--- config.mk ---
export PLATFORM = sky130hd
export DESIGN_NAME = burst_arbiter
export DESIGN_NICKNAME = d
export VERILOG_FILES = /design/src/rtl/burst_arb_pkg.sv /design/src/rtl/rr_picker.sv /design/src/rtl/burst_arbiter.sv
export SDC_FILE = /design/constraint.sdc
export NUM_CORES = 1
export LEC_CHECK = 0
export CORE_UTILIZATION = 39
export DETAILED_ROUTE_END_ITERATION = 16
export HOLD_SLACK_MARGIN = 0.05
export PLACE_DENSITY = 0.9
export SYNTH_ARGS = -nofsm -noshare
export SYNTH_HDL_FRONTEND = slang
export SYNTH_HIERARCHICAL = 1
export SYNTH_SLANG_ARGS = --single-unit
--- constraint.sdc ---
create_clock -name clk -period 4.35 [get_ports clk]
set_clock_uncertainty 0.2 [all_clocks]
set_input_delay 0.6525 -clock clk [delete_from_list [all_inputs] [get_ports clk]]
set_output_delay 0.6525 -clock clk [all_outputs]
set_load 0.01 [all_outputs]
--- src/rtl/burst_arb_pkg.sv ---
// Shared types and helpers for the burst arbiter and its round-robin picker.
package burst_arb_pkg;

  // Arbiter FSM encoding, kept as plain constants for legacy tooling.
  typedef logic [0:0] state_t;
  localparam state_t StIdle = 1'b0;
  localparam state_t StXfer = 1'b1;

  // Widest request vector rr_pick handles; callers zero-extend into it.
  localparam int unsigned MaxReq = 32;

  // Round-robin select: lowest set bit at or above ptr, else lowest set bit
  // overall. Returns a one-hot vector, or zero when no request is set.
  function automatic logic [MaxReq-1:0] rr_pick(input logic [MaxReq-1:0] req,
                                                input int unsigned      ptr);
    logic [MaxReq-1:0] masked;
    logic [MaxReq-1:0] src;
    logic [MaxReq-1:0] pick;
    logic              found;
    pick  = '0;
    found = 1'b0;
    for (int unsigned i = 0; i < MaxReq; i++) begin
      masked[i] = req[i] & (i >= ptr);
    end
    src = (|masked) ? masked : req;
    for (int unsigned i = 0; i < MaxReq; i++) begin
      if (src[i] && !found) begin
        pick[i] = 1'b1;
        found   = 1'b1;
      end
    end
    return pick;
  endfunction

endpackage

--- src/rtl/rr_picker.sv ---
// Combinational round-robin picker: masked/unmasked priority select plus
// one-hot to index encode. N must be below burst_arb_pkg::MaxReq.
module rr_picker
  import burst_arb_pkg::*;
#(
  parameter int unsigned N    = 4,
  parameter int unsigned IdxW = $clog2(N)
) (
  input  logic [N-1:0]    req_i,
  input  logic [IdxW-1:0] ptr_i,
  output logic [N-1:0]    pick_oh_o,
  output logic [IdxW-1:0] pick_idx_o,
  output logic            any_o
);

  logic [MaxReq-1:0] req_ext;
  logic [MaxReq-1:0] pick_ext;
  logic              unused_pick_hi;

  assign req_ext        = MaxReq'(req_i);
  assign pick_ext       = rr_pick(req_ext, 32'(ptr_i));
  assign pick_oh_o      = pick_ext[N-1:0];
  // Bits above N are always zero since the request was zero-extended.
  assign unused_pick_hi = ^pick_ext[MaxReq-1:N];
  assign any_o          = |req_i;

  // Encode the one-hot winner into a requester index.
  always_comb begin
    pick_idx_o = '0;
    for (int unsigned i = 0; i < N; i++) begin
      if (pick_oh_o[i]) pick_idx_o = IdxW'(i);
    end
  end

endmodule

--- src/rtl/burst_arbiter.sv ---
// Round-robin burst arbiter: grants one requester a whole burst on the shared
// valid/ready port, marks the last beat, and aborts bursts that stall.
module burst_arbiter
  import burst_arb_pkg::*;
#(
  parameter int unsigned N_REQ   = 4,
  parameter int unsigned DATA_W  = 32,
  parameter int unsigned LEN_W   = 8,
  parameter int unsigned TIMEOUT = 256
) (
  input  logic                       clk,
  input  logic                       rst,
  input  logic [N_REQ-1:0]           req,
  input  logic [N_REQ*LEN_W-1:0]     len,
  input  logic [N_REQ-1:0]           m_valid,
  input  logic [N_REQ*DATA_W-1:0]    m_data,
  output logic [N_REQ-1:0]           m_ready,
  output logic                       s_valid,
  output logic [DATA_W-1:0]          s_data,
  output logic                       s_last,
  input  logic                       s_ready,
  output logic                       gnt,
  output logic [$clog2(N_REQ)-1:0]   gnt_id,
  output logic                       abort
);

  localparam int unsigned IdxW   = $clog2(N_REQ);
  localparam int unsigned StallW = $clog2(TIMEOUT);
  localparam logic [IdxW-1:0]   LastIdx  = IdxW'(N_REQ - 1);
  localparam logic [StallW-1:0] StallMax = StallW'(TIMEOUT - 1);

  state_t              state_q, state_d;
  logic [IdxW-1:0]     gnt_id_q, gnt_id_d;
  logic [IdxW-1:0]     ptr_q, ptr_d;
  logic [LEN_W-1:0]    len_q, len_d;
  logic [LEN_W-1:0]    beat_q, beat_d;
  logic [StallW-1:0]   stall_q, stall_d;

  logic [N_REQ-1:0]    unused_win_oh;
  logic [IdxW-1:0]     win_idx;
  logic                any_req;
  logic                beat;
  logic                burst_end;
  logic                grant_now;

  rr_picker #(
    .N    (N_REQ),
    .IdxW (IdxW)
  ) u_picker (
    .req_i      (req),
    .ptr_i      (ptr_q),
    .pick_oh_o  (unused_win_oh),
    .pick_idx_o (win_idx),
    .any_o      (any_req)
  );

  assign gnt    = (state_q == StXfer);
  assign gnt_id = gnt_id_q;

  // Route the granted requester onto the shared port; everything gated by gnt.
  always_comb begin
    s_valid = 1'b0;
    s_data  = '0;
    m_ready = '0;
    if (gnt) begin
      s_valid          = m_valid[gnt_id_q];
      s_data           = m_data[gnt_id_q*DATA_W +: DATA_W];
      m_ready[gnt_id_q] = s_ready;
    end
  end

  assign s_last    = gnt & (beat_q == len_q);
  assign beat      = s_valid & s_ready;
  assign abort     = gnt & ~beat & (stall_q == StallMax);
  assign burst_end = (beat & s_last) | abort;
  // Arbitrate when idle, or back-to-back at the end of a burst (no bubble).
  assign grant_now = any_req & (~gnt | burst_end);

  // Next-state: grant issue, burst completion, beat and stall counting.
  always_comb begin
    state_d  = state_q;
    gnt_id_d = gnt_id_q;
    ptr_d    = ptr_q;
    len_d    = len_q;
    beat_d   = beat_q;
    stall_d  = stall_q;
    if (grant_now) begin
      state_d  = StXfer;
      gnt_id_d = win_idx;
      len_d    = len[win_idx*LEN_W +: LEN_W];
      beat_d   = '0;
      stall_d  = '0;
      ptr_d    = (win_idx == LastIdx) ? '0 : win_idx + 1'b1;
    end else if (burst_end) begin
      state_d = StIdle;
      beat_d  = '0;
      stall_d = '0;
    end else if (gnt) begin
      if (beat) begin
        beat_d  = beat_q + 1'b1;
        stall_d = '0;
      end else begin
        stall_d = stall_q + 1'b1;
      end
    end
  end

  // State registers with synchronous reset that overrides any burst in flight.
  always_ff @(posedge clk) begin
    if (rst) begin
      state_q  <= StIdle;
      gnt_id_q <= '0;
      ptr_q    <= '0;
      len_q    <= '0;
      beat_q   <= '0;
      stall_q  <= '0;
    end else begin
      state_q  <= state_d;
      gnt_id_q <= gnt_id_d;
      ptr_q    <= ptr_d;
      len_q    <= len_d;
      beat_q   <= beat_d;
      stall_q  <= stall_d;
    end
  end

endmodule

== After elaboration in Yosys (flattened, before gate mapping) ==
Index checks and enable logic that the tools add are counted.

* Bits in registers: 29
* Input port bits: 171
* Output and inout bits: 42
* Word-level logic and storage cells: 66

* $add $sub $neg: 3
* $lt $le $gt $ge: 5
* Equality and inequality tests: 3
* Shift operators: 2
* Mux-type cells: 21
* Bitwise operators: 14
* Reduce and logical (&&, ||, !) cells: 12

{| class="wikitable"
|+ Operators by type and width
! kind !! count
|-
| $shiftx A128 B8 Y32 || 1
|-
| $mux W32 || 1
|-
| $shiftx A32 B6 Y8 || 1
|-
| $add A8 B1 Y8 const B || 2
|-
| $mux W1 || 12
|-
| $and A1 B1 Y1 || 9
|-
| $eq A8 B8 Y1 || 1
|-
| $eq A8 B8 Y1 const B || 1
|-
| $mux W8 || 1
|-
| $reduce_or A4 Y1 || 2
|-
| $mux W2 || 3
|-
| $and A4 B4 Y4 || 1
|-
| $ge A1 B2 Y1 const A || 2
|-
| $logic_and A1 B1 Y1 || 4
|-
| $mux W4 || 1
|-
| $logic_not A1 Y1 || 3
|-
| $lt A2 B3 Y1 const B || 1
|-
| $mux W3 || 1
|-
| $reduce_or A3 Y1 || 1
|-
| $add A2 B1 Y2 const B || 1
|-
| $bmux W1 S2 || 1
|-
| $demux W1 S2 || 1
|-
| $eq A2 B2 Y1 const B || 1
|-
| $ge A2 B1 Y1 const B || 1
|-
| other kinds (5) || 7
|}

== Longest topological paths before layout ==
* Depth after elaboration: 17
* Depth in mapped cells: 9
* Mapped depth without buffers: 6

== Modules after synthesis ==
Netlist, hierarchy kept.

{| class="wikitable"
|+ Modules (own cells, without submodules)
! module !! instances !! cells each !! area an instance (sq um) !! seq. area each (sq um)
|-
| burst_arbiter || 1 || 281 || 2849.0 || 580.6
|-
| rr_picker || 1 || 32 || 200.2 || 0.0
|}

== Worst setup path after synthesis ==
OpenSTA, ideal clock, no wires.

* Path type: input port to flip-flop
* From: input port req[2]
* To: register len_q[2]
* Setup time: 0.121 ns
* Arrival time: 2.214 ns
* Data required time: 4.029 ns
* Slack: 1.815 ns
* Cell stages on the path: 8
* Buffers on the path: 2
* Path through: clkbuf_2 mux2i_1 nor2_1 a311oi_1 buf_2 mux4_2 nand2b_1 o21ai_0

* Longest elaborated chain between the ends: 15
* Elaborated cells on any way between the ends: 21
* Those cells by class: shift: 1; mux: 10; bitwise: 2; reduce/logical: 8

{| class="wikitable"
|+ Ends and longest elaborated chain
! item !! RTL line !! RTL
|-
| start: declaration || burst_arbiter.sv:13 || <nowiki>input logic [N_REQ-1:0] req,</nowiki>
|-
| $and A1 B1 Y1 || burst_arb_pkg.sv:23 || <nowiki>masked[i] = req[i] & (i >= ptr);</nowiki>
|-
| $reduce_or A4 Y1 || burst_arb_pkg.sv:25 || <nowiki>src = (|masked) ? masked : req;</nowiki>
|-
| $mux W3 * || burst_arb_pkg.sv:25 ||
|-
| $mux W1 || burst_arb_pkg.sv:27 || <nowiki>if (src[i] && !found) begin</nowiki>
|-
| $logic_not A1 Y1 || burst_arb_pkg.sv:27 ||
|-
| $logic_and A1 B1 Y1 || burst_arb_pkg.sv:27 ||
|-
| $mux W1 || burst_arb_pkg.sv:27 ||
|-
| $logic_not A1 Y1 || burst_arb_pkg.sv:27 ||
|-
| $logic_and A1 B1 Y1 || burst_arb_pkg.sv:27 ||
|-
| $mux W1 || burst_arb_pkg.sv:27 ||
|-
| $logic_not A1 Y1 || burst_arb_pkg.sv:27 ||
|-
| $logic_and A1 B1 Y1 || burst_arb_pkg.sv:27 ||
|-
| $mux W1 || burst_arb_pkg.sv:27 ||
|-
| $mux W2 * || rr_picker.sv:31 || <nowiki>if (pick_oh_o[i]) pick_idx_o = IdxW'(i);</nowiki>
|-
| via win_idx[0] || burst_arbiter.sv:40 || <nowiki>logic [IdxW-1:0] win_idx;</nowiki>
|-
| $shiftx A32 B6 Y8 * || burst_arbiter.sv:90 || <nowiki>len_d = len[win_idx*LEN_W +: LEN_W];</nowiki>
|-
| end signal: assignment || burst_arbiter.sv:121 || <nowiki>len_q <= len_d;</nowiki>
|-
| end: declaration || burst_arbiter.sv:35 || <nowiki>logic [LEN_W-1:0] len_q, len_d;</nowiki>
|}

Mark *: on every way through the listed nets, which the timed path passes. The rest lies on a longest branch.
A chain may end at the register's enable or synchronous reset.

== Final worst setup path ==
* From: input port m_valid[3]
* To: output port abort

* Longest elaborated chain between the ends: 7

{| class="wikitable"
|+ Ends and longest elaborated chain
! item !! RTL line !! RTL
|-
| start: declaration || burst_arbiter.sv:15 || <nowiki>input logic [N_REQ-1:0] m_valid,</nowiki>
|-
| $bmux W1 S2 || burst_arbiter.sv:66 || <nowiki>s_valid = m_valid[gnt_id_q];</nowiki>
|-
| $mux W1 (not written as such) || burst_arbiter.sv:66 ||
|-
| $mux W1 || burst_arbiter.sv:65 || <nowiki>if (gnt) begin</nowiki>
|-
| $and A1 B1 Y1 || burst_arbiter.sv:73 || <nowiki>assign beat = s_valid & s_ready;</nowiki>
|-
| $not A1 Y1 || burst_arbiter.sv:74 || <nowiki>assign abort = gnt & ~beat & (stall_q == StallMax);</nowiki>
|-
| $and A1 B1 Y1 (2 in a row) || burst_arbiter.sv:74 ||
|-
| end: declaration || burst_arbiter.sv:24 || <nowiki>output logic abort</nowiki>
|}

Every way passes these cells. The select of a mux whose other input is x is not followed.

==> summary.txt <==
CTS
  • Root Buffer: clkbuf_8
  • Max clock buf depth: 2
  • Post-CTS Resized: 0
  • # clock sinks: 29
  • Htree depth: 2
  • Clk_lat worst skew: roughly 0.29 ns
  • Clock slew at reported path FFs: 0.06 ns
  • TritonCTS Buffers: 5
  • Postcts setup bufs: 0
  • Post-CTS Hold Buffers: 0
  • CTS tree: yes

STA
  • Final Hold Viols: 0
  • Relative slew slack: 49.8%
  • Slew @ Worst Pin: around 0.75 ns
  • Final setup fails: 0
  • RSZ-0062 raised after global routing: false
  • Final period utilization: a little under 80%
  • Setup_tns: 0 ns
  • Minimum clock period: approximately 3.4 ns
  • Fmax: 296 MHz
  • Max-slew violation count: 0

Layout
  • Filler instances: 568
  • Area delta synth->final: 76.0%
  • Share of layout cells above drive strength 1: roughly an eighth
  • NumNets Final: between 600 and 700

Setup path
  • Crit end category: output port
  • Worst path cell trace: clkdlybuf4s50_1 -> mux2i_1 -> o22a_4 -> nand2_1 -> nor3_1 -> clkdlybuf4s50_1
  • Worst setup SP type: input pin
  • Worst EP required: about 3.5 ns
  • WS Path Type: in2out
  • CP max stage cell: clkdlybuf4s50_1
  • Most frequent CP cell: clkdlybuf4s50_1
  • Worst EP arrival: 2.53 ns
  • Crit-path max cell delay: 0.56 ns
  • Worst-path maximum fanout: 17

Die
  • # rows: 31
  • Die width: a little under 90 µm
  • Die H: about 89 µm
  • Boundary Pins: around 210
  • Core box area: approximately 7300 µm²
  • Starting Density: about two fifths
  • Die Footprint: around 7900 µm²

Logic synthesis
  • Cells after synthesis: 299
  • Syn nets: approximately 470
  • Syn Area/Cell: approximately 9.9 µm²
  • Yosys Warn Count: 6
  • Post-Syn Area: 2950 µm²

Place
  • Gpl congestion: between 0.9 and 1
  • Input/output buffers: about 210
  • Post-DP HPWL: a little over 10000 µm

Detailed routing
  • Drt first pass iters: 4
  • Avg WL per Cell: around 21 µm
  • Drc violations: 0
  • Drt initial violations: 240
  • Total Wirelength: about 12000 µm
  • Avg Vias per Cell: about 5.6
  • Via count: about 3300
  • DRT antenna net count: 0

Global route
  • Largest net degree at the start of global routing: between 40 and 50
  • First-pass GRT wire length: 18200 µm
  • GR Overflow Total: 0
  • Met2 Use GR: 55.6%
  • Met1 usage: about a third
  • GR Util met3: a little under a tenth
  • Initial antenna violation count: 2
  • Grt peak-use layer: met2
  • Vias in the first global route: about 3400
  • GR Util All Layers: a little under a third

Pwr
  • PD cells: roughly 210 nW/µm²
  • Logic pwr share: around half
  • Sequential fraction of design power: 28.3%
  • Lkg Pwr: ~1.8 nW
  • Clock Power Share: between 20% and 30%
  • Switch Pwr: about 0.32 mW
  • Sw frac: a little under 30%
  • Internal Power: approximately 0.75 mW
  • Power, Total: about 1.1 mW
  • Peak VDD IR: roughly 0.00016 V

Run status
  • Status: finished, final reports clean

Run
  • Total of max-cap violations: 0

Worst hold path
  • Hold crit path type: reg2reg
path summary, 6_finish.rpt:
| check | to | cells past startpoint | slack, ns | start |
|---|---|---|---|---|
| worst max-delay path | abort | 6 | 0.97 | m_valid[3] |
| worst max register to register | ptr_q[0]$_SDFFE_PP0P_ | 5 | 1.66 | gnt_id[0]$_SDFFE_PP0P_ |
| worst min register to register | beat_q[6]$_SDFFE_PP0P_ | 2 | 0.30 | beat_q[6]$_SDFFE_PP0P_ |
| worst min-delay path | beat_q[6]$_SDFFE_PP0P_ | 2 | 0.30 | beat_q[6]$_SDFFE_PP0P_ |
sequential cells by signal, summed over array words and instances, names as in the netlist:
signal	cells
beat_q	8
gnt	1
gnt_id	2
len_q	8
ptr_q	2
stall_q	8
through the flow:
step / hold WS, ns / util [%] / instance area, µm² / worst slack (ns) / cells
floorplan: 0.249 / - / 2950 / 1.85 / 299
global placement: 0.266 / 70.0 / 5100 / 1.00 / 589
detailed placement: 0.292 / 70.0 / 5100 / 0.944 / 589
CTS: 0.305 / 71.2 / 5190 / 0.949 / 596
global route: 0.325 / 71.3 / 5200 / 0.777 / 598
finish: 0.302 / 71.3 / 5200 / 0.971 / 598
power by group through the flow:
stage               Combinational (mW)  Clock, mW  Sequential (mW)
global placement                 0.531          0            0.309
detailed placement               0.543          0            0.310
finish                           0.546      0.225            0.304
global route                     0.586      0.237            0.307
CTS                              0.547      0.229            0.304
floorplan                        0.283          0            0.297
routing by layer:
metal	vias to the layer above	share of wire, %	wire length (µm)
met5	-	0	0
met4	0	5.0	623
met3	39	10	1240
met2	182	50	6200
met1	1583	35	4410
li1	1539	-	-
worst max-delay path, delay by kind of cell:
| kind | cells | cell delay, ns |
|---|---|---|
| mux | 1 | 0.27 |
| buf+inv | 2 | 0.95 |
| compound gates | 1 | 0.31 |
| simple gates | 2 | 0.34 |
placed cells by master, fill, tap and decap left out, drive strengths merged, types with 6 or more instances in the layout:
cell / instances
clkdlybuf4s50: 212
mux4: 40
and2: 33
dfxtp: 29
nor2: 19
o21ai: 18
nand2: 14
nand2b: 13
a21oi: 12
nand3: 10
xnor2: 10
or4b: 10
inv: 7
nand4: 7
clkbuf: 7
and3: 6
cell type report:
type                    count  area [µm²]  share of cell area [%]
inverters                   7        26.3                   0.506
flip-flops and latches     29         583                    11.2
diodes                      2        5.00                  0.0963
clock buffers               7        86.3                    1.66
well taps                  99         124                    2.38
multi-input cells         238        2210                    42.5
repair buffers            216        2160                    41.7
Note: power is estimated with default switching activity, not from simulation.
